===== src/rtl/dcache_line_responder_if.sv =====
// Commit-side data request bus plus physical-memory line burst bus.
// slave: responder view; master: requester and memory view.
interface dcache_line_responder_if;
  logic         data_read;
  logic         data_write;
  logic [31:0]  data_addr;
  logic [3:0]   wmask;
  logic [31:0]  data_wdata;
  logic [31:0]  data_rdata;
  logic         data_mem_resp;
  logic         pmem_read;
  logic         pmem_write;
  logic [31:0]  pmem_address;
  logic [255:0] pmem_wdata;
  logic [255:0] pmem_rdata;
  logic         pmem_resp;

  modport slave (
    input  data_read, data_write, data_addr,
    input  wmask, data_wdata,
    output data_rdata, data_mem_resp,
    output pmem_read, pmem_write,
    output pmem_address, pmem_wdata,
    input  pmem_rdata, pmem_resp
  );

  modport master (
    output data_read, data_write, data_addr,
    output wmask, data_wdata,
    input  data_rdata, data_mem_resp,
    input  pmem_read, pmem_write,
    input  pmem_address, pmem_wdata,
    output pmem_rdata, pmem_resp
  );
endinterface


===== src/rtl/dcache_line_responder.sv =====
// Single-line write-back buffer answering commit loads/stores.
// Ports: clk, rst (async high), bus (slave: data req + pmem burst).
module dcache_line_responder (
  input logic              clk,
  input logic              rst,
  dcache_line_responder_if.slave bus
);
  typedef enum logic [1:0] {
    IDLE, WB, FILL, RESP
  } state_t;

  state_t         state_q, state_d;
  logic           lb_valid;
  logic           lb_dirty;
  logic [26:0]    lb_tag;
  logic [26:0]    miss_addr;
  logic [255:0]   lb_data;
  logic [31:0]    rdata_q;

  logic           req;
  logic           hit;
  logic [7:0]     wofs;
  logic [31:0]    cur_w;
  logic [31:0]    new_w;

  logic           pmem_read;
  logic           pmem_write;
  logic [31:0]    pmem_address;
  logic           resp;

  assign req   = bus.data_read | bus.data_write;
  assign hit   = req & lb_valid &
                 (lb_tag == bus.data_addr[31:5]);
  assign wofs  = {bus.data_addr[4:2], 5'b0};
  assign cur_w = lb_data[wofs +: 32];

  always_comb begin
    new_w = cur_w;
    for (int i = 0; i < 4; i++) begin
      if (bus.wmask[i]) begin
        new_w[8*i +: 8] = bus.data_wdata[8*i +: 8];
      end
    end
  end

  // Response is decoded from state only; the
  // requester drops its request on it.
  always_comb begin
    state_d      = state_q;
    pmem_read    = 1'b0;
    pmem_write   = 1'b0;
    pmem_address = '0;
    resp         = 1'b0;
    unique case (state_q)
      IDLE: begin
        if (hit) begin
          state_d = RESP;
        end else if (req) begin
          state_d = (lb_valid & lb_dirty) ? WB : FILL;
        end
      end
      WB: begin
        pmem_write   = 1'b1;
        pmem_address = {lb_tag, 5'b0};
        if (bus.pmem_resp) state_d = FILL;
      end
      FILL: begin
        pmem_read    = 1'b1;
        pmem_address = {miss_addr, 5'b0};
        if (bus.pmem_resp) state_d = IDLE;
      end
      RESP: begin
        resp    = 1'b1;
        state_d = IDLE;
      end
      default: state_d = IDLE;
    endcase
  end

  always_ff @(posedge clk or posedge rst) begin
    if (rst) begin
      state_q   <= IDLE;
      lb_valid  <= 1'b0;
      lb_dirty  <= 1'b0;
      lb_tag    <= '0;
      miss_addr <= '0;
      lb_data   <= '0;
      rdata_q   <= '0;
    end else begin
      state_q <= state_d;
      if (state_q == IDLE) begin
        if (hit && bus.data_read) begin
          rdata_q <= cur_w;
        end else if (hit) begin
          lb_data[wofs +: 32] <= new_w;
          lb_dirty            <= 1'b1;
        end else if (req) begin
          miss_addr <= bus.data_addr[31:5];
        end
      end
      if (state_q == WB && bus.pmem_resp) begin
        lb_dirty <= 1'b0;
      end
      if (state_q == FILL && bus.pmem_resp) begin
        lb_data  <= bus.pmem_rdata;
        lb_tag   <= miss_addr;
        lb_valid <= 1'b1;
        lb_dirty <= 1'b0;
      end
    end
  end

  assign bus.data_rdata    = rdata_q;
  assign bus.data_mem_resp = resp;
  assign bus.pmem_read     = pmem_read;
  assign bus.pmem_write    = pmem_write;
  assign bus.pmem_address  = pmem_address;
  assign bus.pmem_wdata    = lb_data;
endmodule


===== src/flat_wrapper.sv =====
// flat-port wrapper written by rule: the top's interface ports become plain ports
module dcache_line_responder_flat 
  (clk, rst, bus_data_read, bus_data_write, bus_data_addr, bus_wmask, bus_data_wdata, bus_data_rdata, bus_data_mem_resp, bus_pmem_read, bus_pmem_write, bus_pmem_address, bus_pmem_wdata, bus_pmem_rdata, bus_pmem_resp);
  dcache_line_responder_if bus_i ();
  input logic clk;
  input logic rst;
  input wire logic [$bits(bus_i.data_read)-1:0] bus_data_read;
  input wire logic [$bits(bus_i.data_write)-1:0] bus_data_write;
  input wire logic [$bits(bus_i.data_addr)-1:0] bus_data_addr;
  input wire logic [$bits(bus_i.wmask)-1:0] bus_wmask;
  input wire logic [$bits(bus_i.data_wdata)-1:0] bus_data_wdata;
  output wire logic [$bits(bus_i.data_rdata)-1:0] bus_data_rdata;
  output wire logic [$bits(bus_i.data_mem_resp)-1:0] bus_data_mem_resp;
  output wire logic [$bits(bus_i.pmem_read)-1:0] bus_pmem_read;
  output wire logic [$bits(bus_i.pmem_write)-1:0] bus_pmem_write;
  output wire logic [$bits(bus_i.pmem_address)-1:0] bus_pmem_address;
  output wire logic [$bits(bus_i.pmem_wdata)-1:0] bus_pmem_wdata;
  input wire logic [$bits(bus_i.pmem_rdata)-1:0] bus_pmem_rdata;
  input wire logic [$bits(bus_i.pmem_resp)-1:0] bus_pmem_resp;
  assign bus_i.data_read = bus_data_read;
  assign bus_i.data_write = bus_data_write;
  assign bus_i.data_addr = bus_data_addr;
  assign bus_i.wmask = bus_wmask;
  assign bus_i.data_wdata = bus_data_wdata;
  assign bus_data_rdata = bus_i.data_rdata;
  assign bus_data_mem_resp = bus_i.data_mem_resp;
  assign bus_pmem_read = bus_i.pmem_read;
  assign bus_pmem_write = bus_i.pmem_write;
  assign bus_pmem_address = bus_i.pmem_address;
  assign bus_pmem_wdata = bus_i.pmem_wdata;
  assign bus_i.pmem_rdata = bus_pmem_rdata;
  assign bus_i.pmem_resp = bus_pmem_resp;
  dcache_line_responder u_core (.clk(clk), .rst(rst), .bus(bus_i));
endmodule

===== config.mk =====
export PLATFORM = sky130hd
export DESIGN_NAME = dcache_line_responder_flat
export DESIGN_NICKNAME = d
export VERILOG_FILES = /design/src/rtl/dcache_line_responder_if.sv /design/src/rtl/dcache_line_responder.sv /design/src/flat_wrapper.sv
export SDC_FILE = /design/constraint.sdc
export NUM_CORES = 1
export LEC_CHECK = 0
export ABC_AREA = 0
export CAP_MARGIN = 20
export CORE_AREA = 4 4 250 252
export CTS_CLUSTER_DIAMETER = 80
export CTS_CLUSTER_SIZE = 24
export DETAILED_ROUTE_END_ITERATION = 7
export DIE_AREA = 0 0 254 256
export PLACE_DENSITY = 0.56
export SYNTH_ARGS = -nofsm -noshare
export SYNTH_HDL_FRONTEND = slang
export SYNTH_SLANG_ARGS = --single-unit
export TNS_END_PERCENT = 10

===== constraint.sdc =====
create_clock -name clk -period 22.9 [get_ports clk]
set_input_delay 3.435 -clock clk [delete_from_list [all_inputs] [get_ports clk]]
set_output_delay 3.435 -clock clk [all_outputs]
set_load 0.01 [all_outputs]

# Yosys cells after proc, flatten, opt, wreduce, memory -nomap -nowiden
# Cells that the tools add are included.
[word_totals] regBits=346 latchBits=0 ram_bits=0 rom_bits=0 inputBits=329 output_inout_bits=323 word_cells=63 mem_count=0
[op_classes] n_addsub=1 n_mul=0 div=0 n_lt_le_gt_ge=0 eq_ne=9 n_shift=3 muxes=24 bitwise=6 reduce_logical=13
[ops] operator="256-bit two-way mux" n=4
[ops] operator="256-bit bitwise mux" n=1
[ops] operator="32-bit by 10-bit variable shift with 256-bit output, first input constant" n=1
[ops] operator="256-bit by 9-bit variable part select with 32-bit output" n=1
[ops] operator="32-bit by 10-bit variable part select with 256-bit output" n=1
[ops] operator="32-bit one-hot mux with 2 select lines" n=1
[ops] operator="8-bit two-way mux" n=4
[ops] operator="27-bit == test" n=1
[ops] operator="2-bit two-way mux" n=5
[ops] operator="8-bit negator with 10-bit output" n=1
[ops] operator="3-bit AND reduction" n=3
[ops] operator="1-bit two-way mux" n=8
[ops] operator="2-bit one-hot mux with 4 select lines" n=1
[ops] operator="2-bit != test, second input constant" n=3
[ops] operator="3-bit nonzero test" n=2
[ops] operator="2-bit == test, second input constant" n=2
[ops] operator="4-bit AND reduction" n=1
[ops] operator="2-bit nonzero test" n=2
[ops] operator="1-bit AND" n=3
[ops] operator="1-bit logical AND" n=3
[ops] operator="3-bit by 1-bit != test with 1-bit output, second input constant" n=1
[ops] operator="3-bit != test, second input constant" n=1
[ops] operator="2-bit by 1-bit == test with 1-bit output, second input constant" n=1
[ops] operator="2-bit logical NOT" n=1
[ops] operator="3 further kinds" n=4

# Logic depth before layout (Yosys ltp)
# Gate-level depths: netlist of run 1.
[logic_depth] word_depth=8 depth_mapped=12 mapped_depth_nobuf=8

# Worst setup path after synthesis of run 1
# No wires, ideal clock.
[synth_timing] kind="input -> register" startpoint="in bus_data_addr[3]" endpoint="reg u_core.lb_data[160] (netlist: u_core.bus.pmem_wdata[160])" setup_ns=0.126 arrival_ns=5.782 required_ns=22.774 setup_slack_ns=16.992 stages=11 n_path_buf=4 path_cell_list="clkbuf_1 buf_2 buf_2 inv_1 ha_1 ha_1 nor2b_1 a21boi_0 a31oi_1 buf_2 a221o_1"
[synth_between] elab_chain_cells=8 word_cells_on_any_way=13 cone_classes="add/sub (1); shift (3); mux (9)"
[synth_rtl] element="start: declaration" line_no="flat_wrapper.sv:9" text="input wire logic [$bits(bus_i.data_addr)-1:0] bus_data_addr;"
[synth_rtl] element="256-bit by 9-bit variable part select with 32-bit output" line_no="dcache_line_responder.sv:35" text="assign cur_w = lb_data[wofs +: 32];"
[synth_rtl] element="8-bit two-way mux" line_no="dcache_line_responder.sv:40" text="if (bus.wmask[i]) begin"
[synth_rtl] element="32-bit by 10-bit variable part select with 256-bit output" line_no="dcache_line_responder.sv:95" text="lb_data[wofs +: 32] <= new_w;"
[synth_rtl] element="256-bit bitwise mux (*)" line_no="dcache_line_responder.sv:95"
[synth_rtl] element="256-bit two-way mux (*)" line_no="dcache_line_responder.sv:94" text="end else if (hit) begin"
[synth_rtl] element="256-bit two-way mux (*)" line_no="dcache_line_responder.sv:92" text="if (hit && bus.data_read) begin"
[synth_rtl] element="256-bit two-way mux (*)" line_no="dcache_line_responder.sv:91" text="if (state_q == IDLE) begin"
[synth_rtl] element="256-bit two-way mux (*)" line_no="dcache_line_responder.sv:104" text="if (state_q == FILL && bus.pmem_resp) begin"
[synth_rtl] element="end signal: indexed assignment" line_no="dcache_line_responder.sv:95"
[synth_rtl] element="end signal: assignment" line_no="dcache_line_responder.sv:105" text="lb_data <= bus.pmem_rdata;"
[synth_rtl] element="end: declaration" line_no="dcache_line_responder.sv:17" text="logic [255:0] lb_data;"
# Every way passes the cells marked *; elsewhere a longest branch is shown, timed or not. The select of a mux whose other input is x is not followed.
# A chain may end at the register's enable or synchronous reset.

# Final worst setup path of run 1
[layout_timing] startpoint="in bus_data_addr[2]" endpoint="reg u_core.lb_data[250] (netlist: u_core.bus.pmem_wdata[250])"
# The elaborated chain is that of the path after synthesis.

==> results of run 1 <==
## cell usage in the layout (no fill, tap or decap), types with 16 or more instances in the layout
cell / n
clkdlybuf4s50_1: 641
dfrtp_1: 346
nand2_1: 314
and3_1: 161
a21o_1: 128
a21oi_1: 97
a221o_1: 96
o21ai_0: 80
mux4_2: 64
a211oi_1: 64
o21ai_1: 53
nor2_1: 37
mux2i_1: 32
clkbuf_16: 31
buf_4: 30
nor2b_1: 29
a22oi_1: 27
xor2_1: 26
mux2_4: 20
diode_2: 16
## critical path, stage by stage
cell and delay [ps]:
buf_4 530, inv_1 230, ha_1 260, ha_1 310, nor2b_1 260, a21boi_0 820
a31oi_4 440, buf_4 400, a221o_1 400
## layout make-up
class	instances	area (µm²)	share of cell area, %
clock buffer	35	821	3.05
timing repair buffer	677	6780	25.2
clock inverter	20	249	0.926
sequential	346	8660	32.2
multi-input combinational	1302	9340	34.7
inverter	6	30.0	0.112
antenna	16	40.0	0.149
tap	782	978	3.64
## sequential cells by signal, summed over array words and instances, names as in the netlist
register / count
u_core.lb_dirty: 1
u_core.bus.pmem_wdata: 256
u_core.bus.data_rdata: 32
u_core.miss_addr: 27
u_core.lb_tag: 27
u_core.state_q: 2
u_core.lb_valid: 1
## worst paths after layout
kind,endpoint,start
hold / removal,u_core.bus.data_rdata[27],u_core.bus.data_rdata[27]
setup reg to reg,u_core.bus.pmem_wdata[123],u_core.state_q[0]
setup / recovery,u_core.bus.pmem_wdata[250],bus_data_addr[2]
hold reg to reg,u_core.bus.data_rdata[27],u_core.bus.data_rdata[27]
min in group asynchronous,u_core.bus.pmem_wdata[223],rst
max in group asynchronous,u_core.bus.pmem_wdata[44],rst
## cell families after synthesis
| group | after synthesis | synth area share [%] |
|---|---|---|
| and+or+nand+nor | 586 | 15.6 |
| muxes | 123 | 11.5 |
| adders and majority gates | 10 | 0.671 |
| other | 1 | 0.0201 |
| buffers and inverters | 178 | 4.24 |
| AOI/OAI and AO/OA | 551 | 20.4 |
| xor gates and xnor gates | 27 | 1.27 |
| DFF | 346 | 46.4 |
## power by group through the flow
stage | Sequential (mW) | Clock (mW) | Combinational [mW]
3_3_place_gp | 1.11 | 0 | 1.61
6_report | 1.12 | 0.568 | 1.62
3_5_place_dp | 1.12 | 0 | 1.62
2_1_floorplan | 1.16 | 0 | 0.727
5_1_grt | 1.15 | 0.603 | 1.73
4_1_cts | 1.11 | 0.580 | 1.63
## layer usage
metal,global-route usage (%),wire length (µm)
met4,9.45,2950
met1,32.8,34600
met2,42.5,41900
met3,6.65,8200
met5,0,74
## stage by stage
stage	power, mW	utilization, %	hold slack, ps
2_1_floorplan	1.88	-	442
3_3_place_gp	2.72	42.6	472
3_5_place_dp	2.74	42.8	477
4_1_cts	3.32	44.5	492
5_1_grt	3.49	44.7	513
6_report	3.31	44.7	485
==> impl_metrics.env, run 1 <==
export IMPL_status="completed"
export IMPL_yosys_warnings=0
export IMPL_core_area_mm2=0.0601
export IMPL_via_per_inst=5.58
export IMPL_reg2reg_slack_ps=18910
export IMPL_first_global_vias=18200
export IMPL_yosysSeqAreaShare_pct=46.4
export IMPL_netlist_area_mm2=0.0187
export IMPL_crit_arrival_ps=7200
export IMPL_vdd_drop_max_mv=0.0676
export IMPL_placed_cell_area_mm2=0.0257
export IMPL_remaining_drc_errors=0
export IMPL_nNetsFinal=2702
export IMPL_place_ws_ps=15530
export IMPL_fmax_mhz=148
export IMPL_area_growth_pct=44.2
export IMPL_ant_nets=0
export IMPL_reg2reg_depth=10
export IMPL_synth_commonest_cells="346 x dfrtp_1, 315 x nand2_1, 161 x and3_1"
export IMPL_postLayoutCellArea_mm2=0.0269
export IMPL_clk_pin_slew_ps=70
export IMPL_wirelength_um=87800
export IMPL_avgRoutedWirePerCell_um=27.6
export IMPL_portBuffers=644
export IMPL_setup_tns_ps=0
export IMPL_cts_buffers=30
export IMPL_synth_edf_count=0
export IMPL_antenna_found_initial=23
export IMPL_ys_flop_type="dfrtp_1"
export IMPL_maxCapViolations=0
export IMPL_p_leak_nw=11.9
export IMPL_die_area_mm2=0.0650
export IMPL_skew_ps=25.4
export IMPL_swShare_pct=38.6
export IMPL_post_dp_hpwl_um=61300
export IMPL_seq_power_share_pct=33.8
export IMPL_yosysTopAreaCell="dfrtp_1"
export IMPL_io_pins=652
export IMPL_drtIter0Drc=1415
export IMPL_post_cts_buffers=0
export IMPL_drive_gt1_share_pct=8.93
export IMPL_grt_overflow=0
export IMPL_place_inst=3110
export IMPL_synth_top_cell_area_share_pct=46.4
export IMPL_path_class="primary input to flop"
export IMPL_dr_total_vias=17800
export IMPL_initial_core_util_pct=31.0
export IMPL_min_path_type="flop to flop"
export IMPL_gp_congestion=0.861
export IMPL_cts_resized=0
export IMPL_tritoncts="done"
export IMPL_synth_most_common_cell="dfrtp_1"
export IMPL_finalHoldViolCount=0
export IMPL_hold_buffers=0
export IMPL_required_ps=23360
export IMPL_grt_max_degree=114
export IMPL_timing_worst_slew_pin_value_ps=1060
export IMPL_clockRootBuffer="clkbuf_16"
export IMPL_setup_violations=0
export IMPL_rows=90
export IMPL_ctsHtreeMaxLevel=1
export IMPL_synthCells=1822
export IMPL_final_cell_count_no_fill=3184
export IMPL_slew_headroom_pct=29.4
export IMPL_setup_slack_ps=16170
export IMPL_ys_ff_latch=346
export IMPL_critPathMaxFanout=35
export IMPL_clock_path_buffers=3
export IMPL_slew_viol_final=0
export IMPL_layout_min_cycle_time_ps=6730
export IMPL_dr_pass1_iters=5
export IMPL_switching_power_mw=1.28
export IMPL_end_kind="flop"
export IMPL_p_clk_share_pct=17.2
export IMPL_die_h_um=256
export IMPL_startpoint_type="primary input"
export IMPL_hold_depth=2
export IMPL_fp_dieW_um=254
export IMPL_syn_area_per_cell_um2=10.2
export IMPL_cts_num_sinks=346
export IMPL_ys_async_sr_fraction_pct=100
export IMPL_power_density_mw_per_mm2=123
export IMPL_ys_types=51
export IMPL_p_int_mw=2.03
export IMPL_rsz0062_at_grt="false"
export IMPL_fillCellCount=5789
export IMPL_yosys_top_cells_area="dfrtp_1 46%, mux4_2 7.7%, nand2_1 6.3%, and3_1 5.4%, a221o_1 5.2%"
export IMPL_insertion_delay_ps=590
export IMPL_grt_use_total_pct=25.8
export IMPL_grt_first_pass_wirelength_um=127000
export IMPL_final_period_utilization_pct=29.4
export IMPL_pwr_share_comb_pct=49.0
(Power assumes the default switching activity.)
==> run 2, diff against run 1 <==
--- a/config.mk
+++ b/config.mk
@@ -12,7 +12,7 @@
 export CTS_CLUSTER_SIZE = 24
 export DETAILED_ROUTE_END_ITERATION = 7
 export DIE_AREA = 0 0 254 256
-export PLACE_DENSITY = 0.56
+export PLACE_DENSITY = 0.58
 export SYNTH_ARGS = -nofsm -noshare
 export SYNTH_HDL_FRONTEND = slang
 export SYNTH_SLANG_ARGS = --single-unit
==> constraint.sdc (replaced) <==
create_clock -name clk -period 5.6 [get_ports clk]
set_input_delay 0.84 -clock clk [delete_from_list [all_inputs] [get_ports clk]]
set_output_delay 0.84 -clock clk [all_outputs]
set_load 0.01 [all_outputs]
==> run 2 against run 1 <==
Register-to-register slack worse by 17000 ps; via count is 0.41% higher; highest routed layer unchanged; clock skew up 2.9 ps; critical endpoint is now bus_pmem_address[6]; critical path type is now flop to output pin.
==> impl_metrics.env, run 2 (synthesis results as in run 1) <==
export IMPL_hold_path_startpoint="u_core.bus.data_rdata[8]"
export IMPL_remaining_drc_errors=0
export IMPL_grt_overflow=0
export IMPL_post_cts_buffers=0
export IMPL_fp_dieW_um=254
export IMPL_area_growth_pct=43.6
export IMPL_insertion_delay_ps=590
export IMPL_critPathMaxFanout=70
export IMPL_io_pins=652
export IMPL_timing_worst_slew_pin_value_ps=1130
export IMPL_core_area_mm2=0.0601
export IMPL_dr_total_vias=17900
export IMPL_placed_cell_area_mm2=0.0258
export IMPL_rows=90
export IMPL_required_ps=4760
export IMPL_avgRoutedWirePerCell_um=27.7
export IMPL_cts_resized=0
export IMPL_via_per_inst=5.61
export IMPL_die_h_um=256
export IMPL_slew_headroom_pct=24.3
export IMPL_rsz0062_at_grt="false"
export IMPL_drive_gt1_share_pct=8.89
export IMPL_post_dp_hpwl_um=62400
export IMPL_power_density_mw_per_mm2=499
export IMPL_postLayoutCellArea_mm2=0.0268
export IMPL_finalHoldViolCount=0
export IMPL_vdd_drop_max_mv=0.220
export IMPL_cts_buffers=28
export IMPL_clock_path_buffers=3
export IMPL_nNetsFinal=2702
export IMPL_layout_min_cycle_time_ps=3900
export IMPL_drtIter0Drc=1382
export IMPL_cts_num_sinks=346
export IMPL_clk_pin_slew_ps=80
export IMPL_fmax_mhz=256
export IMPL_status="completed"
export IMPL_ctsHtreeMaxLevel=1
export IMPL_clockRootBuffer="clkbuf_16"
export IMPL_portBuffers=644
export IMPL_startpoint="u_core.state_q[0]"
export IMPL_first_global_vias=18300
export IMPL_r2r_start="u_core.state_q[0]"
export IMPL_dr_pass1_iters=5
export IMPL_crit_arrival_ps=3060
export IMPL_startpoint_type="flop"
export IMPL_antenna_found_initial=22
export IMPL_largest_reg_flops=256
export IMPL_hold_buffers=0
export IMPL_grt_use_total_pct=25.8
export IMPL_layout_commonest_cell="clkdlybuf4s50_1"
export IMPL_ant_nets=0
export IMPL_skew_ps=28.4
export IMPL_min_path_type="flop to flop"
export IMPL_wirelength_um=88300
export IMPL_initial_core_util_pct=31.0
export IMPL_tritoncts="done"
export IMPL_grt_first_pass_wirelength_um=127000
export IMPL_p_leak_nw=11.9
export IMPL_final_cell_mix="641 x clkdlybuf4s50_1, 346 x dfrtp_1, 314 x nand2_1, 161 x and3_1, 128 x a21o_1"
export IMPL_setup_tns_ps=0
export IMPL_slew_viol_final=0
export IMPL_setup_violations=0
export IMPL_path_class="flop to output pin"
export IMPL_grt_max_degree=152
export IMPL_final_period_utilization_pct=69.6
export IMPL_maxCapViolations=0
export IMPL_die_area_mm2=0.0650
export IMPL_gp_congestion=0.876
export IMPL_p_total_mw=13.4
export IMPL_end_kind="output pin"
run 2: cell count changes in the layout (fill, tap and decap cells not counted), sizes merged:
cell / change
inv: +2
clkbuf: -5
buf: +2
diode: -2
clkinv: +2
bufinv: -3
clkinvlp: +1
run 2: path summary, 6_finish.rpt:
check | end | slack [ps] | cells past startpoint
worst max-delay path | bus_pmem_address[6] | 1700 | 5
worst min-delay path | u_core.bus.data_rdata[8] | 490 | 2
worst max register to register | u_core.bus.pmem_wdata[76] | 1870 | 9
worst min register to register | u_core.bus.data_rdata[8] | 490 | 2
max in group asynchronous | u_core.bus.pmem_wdata[137] | 3550 | 3
min in group asynchronous | u_core.lb_tag[24] | 710 | 2
run 2: through the flow:
stage | utilization (%) | cells | worst slack [ps] | hold WS (ps)
floorplan | - | 1826 | 130 | 442
global placement | 42.9 | 3114 | 1300 | 469
detailed placement | 42.9 | 3115 | 1280 | 474
CTS | 44.5 | 3167 | 1620 | 493
global route | 44.5 | 3177 | 1560 | 514
finish | 44.5 | 3181 | 1700 | 490
run 2: report_power, final:
group	internal, mW	total [mW]	switching, mW
clock	1.01	2.13	1.12
combinational	3.52	6.64	3.13
sequential	3.57	4.60	1.03
run 2: routing by layer:
layer	vias to the layer above	GRT usage (%)	wire (µm)
met4	18	8.96	2870
met3	162	6.62	7690
li1	7811	-	-
met5	-	0	112
met2	881	42.8	42800
met1	8979	32.8	34700
run 2: area by class of cell:
cell class                 count  area (µm²)
antenna                       14        35.0
clock buffer                  30         729
clock inverter                22         224
fill                        5700       33300
inverter                       6        26.3
multi-input combinational   1302        9340
sequential                   346        8660
tap                          782         978
timing repair buffer         679        6800
run 2: critical path: stages, from the launching register on:
cell             delay, ps
dfrtp_1                420
inv_1                  160
ha_4                   730
a22oi_1                170
nor2b_1                330
clkdlybuf4s50_1        610
==> run 3, diff against run 2 <==
==> constraint.sdc (replaced) <==
create_clock -name clk -period 3.14 [get_ports clk]
set_input_delay 0.471 -clock clk [delete_from_list [all_inputs] [get_ports clk]]
set_output_delay 0.471 -clock clk [all_outputs]
set_load 0.01 [all_outputs]
==> run 3 against run 2 <==
Combinational power grew 82%; non-clock buffer count up 49; die area stayed put; register-to-register slack got worse by 1400 ps; routed wire length grew 1.4%; cell count grew 1.3%; via count grew 1.4%; clock power grew 80%; first-iteration DRC count up 5.3%; count of clock-buffer cells in the layout shrank 1; global-route usage up 0.50 points; worst setup slack lost 1600 ps; critical path type unchanged; largest power group unchanged.
==> impl_metrics.env, run 3 (synthesis results as in run 1) <==
export IMPL_grt_overflow=0
export IMPL_layout_commonest_cell="clkdlybuf4s50_1"
export IMPL_dr_total_vias=18100
export IMPL_slew_viol_final=0
export IMPL_first_global_vias=18400
export IMPL_p_leak_nw=12.2
export IMPL_cts_buffers=27
export IMPL_pwr_share_comb_pct=50.0
export IMPL_post_dp_hpwl_um=64100
export IMPL_die_area_mm2=0.0650
export IMPL_startpoint_type="flop"
export IMPL_layout_min_cycle_time_ps=3020
export IMPL_clk_pin_slew_ps=100
export IMPL_via_per_inst=5.61
export IMPL_switching_power_mw=9.51
export IMPL_top_usage_layer="met2"
export IMPL_gp_congestion=0.913
export IMPL_insertion_delay_ps=590
export IMPL_io_pins=652
export IMPL_ant_nets=0
export IMPL_cts_num_sinks=346
export IMPL_required_ps=2670
export IMPL_ctsHtreeMaxLevel=1
export IMPL_drive_gt1_share_pct=10.8
export IMPL_die_h_um=256
export IMPL_fin_util_pct=45.7
export IMPL_area_growth_pct=47.4
export IMPL_largest_reg_flops=256
export IMPL_vdd_drop_max_mv=0.399
export IMPL_rsz0062_at_grt="false"
export IMPL_crit_arrival_ps=2550
export IMPL_grt_first_pass_wirelength_um=129000
export IMPL_wirelength_um=89500
export IMPL_path_class="flop to output pin"
export IMPL_portBuffers=644
export IMPL_fp_dieW_um=254
export IMPL_skew_ps=24.8
export IMPL_power_density_mw_per_mm2=879
export IMPL_grt_max_degree=96
export IMPL_initial_core_util_pct=31.0
export IMPL_avgRoutedWirePerCell_um=27.8
export IMPL_remaining_drc_errors=0
export IMPL_met1_usage_pct=33.8
export IMPL_tritoncts="done"
export IMPL_r2r_start="u_core.state_q[0]"
export IMPL_p_int_mw=14.7
export IMPL_nNetsFinal=2750
export IMPL_rows=90
export IMPL_final_cell_mix="641 x clkdlybuf4s50_1, 346 x dfrtp_1, 314 x nand2_1, 161 x and3_1, 128 x a21o_1"
export IMPL_drtIter0Drc=1455
export IMPL_critPathMaxFanout=27
export IMPL_grt_use_total_pct=26.3
export IMPL_final_period_utilization_pct=96.2
export IMPL_startpoint="u_core.state_q[0]"
export IMPL_status="completed"
export IMPL_use_met3_pct=5.90
export IMPL_clockRootBuffer="clkbuf_16"
export IMPL_met2_usage_pct=43.5
export IMPL_end_kind="output pin"
export IMPL_swShare_pct=39.3
export IMPL_slew_headroom_pct=41.0
export IMPL_core_area_mm2=0.0601
export IMPL_p_clk_share_pct=15.8
export IMPL_setup_violations=0
export IMPL_maxCapViolations=0
export IMPL_p_total_mw=24.2
export IMPL_seq_power_share_pct=34.1
export IMPL_min_path_type="primary input to async pin"
export IMPL_antenna_found_initial=14
export IMPL_timing_worst_slew_pin_value_ps=885
export IMPL_fmax_mhz=331
export IMPL_finalHoldViolCount=0
export IMPL_dr_pass1_iters=6
export IMPL_clock_path_buffers=3
## run 3: what timing repair did
action / in CTS / in global routing
hold buffers: 0 / 0
setup buffers: 1 / 1
gates resized for setup: 1 / 7
pin swaps: 1 / 0
setup endpoints to repair: 26 / 10
## run 3: critical path, stage by stage, from the launching register on
cell and delay (ps):
dfrtp_1 460, inv_1 150, ha_1 320, buf_6 220
nor2b_1 240, clkdlybuf4s50_1 580
## run 3: area by class of cell
cell class / instances / area [µm²]
fillers: 5665 / 32600
multi-input cells: 1302 / 9370
flip-flops and latches: 346 / 8660
repair buffers: 728 / 7490
well taps: 782 / 978
clock buffers: 29 / 693
clock inverters: 20 / 263
inverters: 6 / 26.3
diodes: 10 / 25.0
## run 3: power by group through the flow
stage | registers (mW) | clock network [mW] | logic, mW
after floorplan | 8.43 | 0 | 5.30
after global placement | 8.20 | 0 | 11.9
after detailed placement | 8.29 | 0 | 12.0
after CTS | 8.22 | 3.92 | 12.1
after global routing | 8.49 | 4.10 | 12.9
final | 8.25 | 3.83 | 12.1
## run 3: through the flow
step	area, µm²	hold slack (ps)	TNS (ps)	cells	setup slack (ps)
floorplan	18700	442	-678670	1826	-1960
global route	27500	239	0	3220	7.96
CTS	27400	219	-40.1	3212	-32.4
global placement	26400	469	0	3162	61.7
finish	27500	230	0	3223	118
detailed placement	26400	476	0	3162	1.74
## run 3: worst paths after layout
path,slack (ps),end,cells past startpoint
max,120,bus_pmem_address[11],5
min,230,u_core.lb_tag[22],2
max reg2reg,430,u_core.bus.pmem_wdata[130],10
min reg2reg,500,u_core.bus.data_rdata[27],2
max in group asynchronous,1940,u_core.bus.data_rdata[20],4
min in group clk,500,u_core.bus.data_rdata[27],2
## run 3: per-layer routing
metal,share of wire [%],routed length (µm)
met4,3.8,3390
met1,40,35500
met2,48,42700
met5,0.096,86
met3,8.7,7780
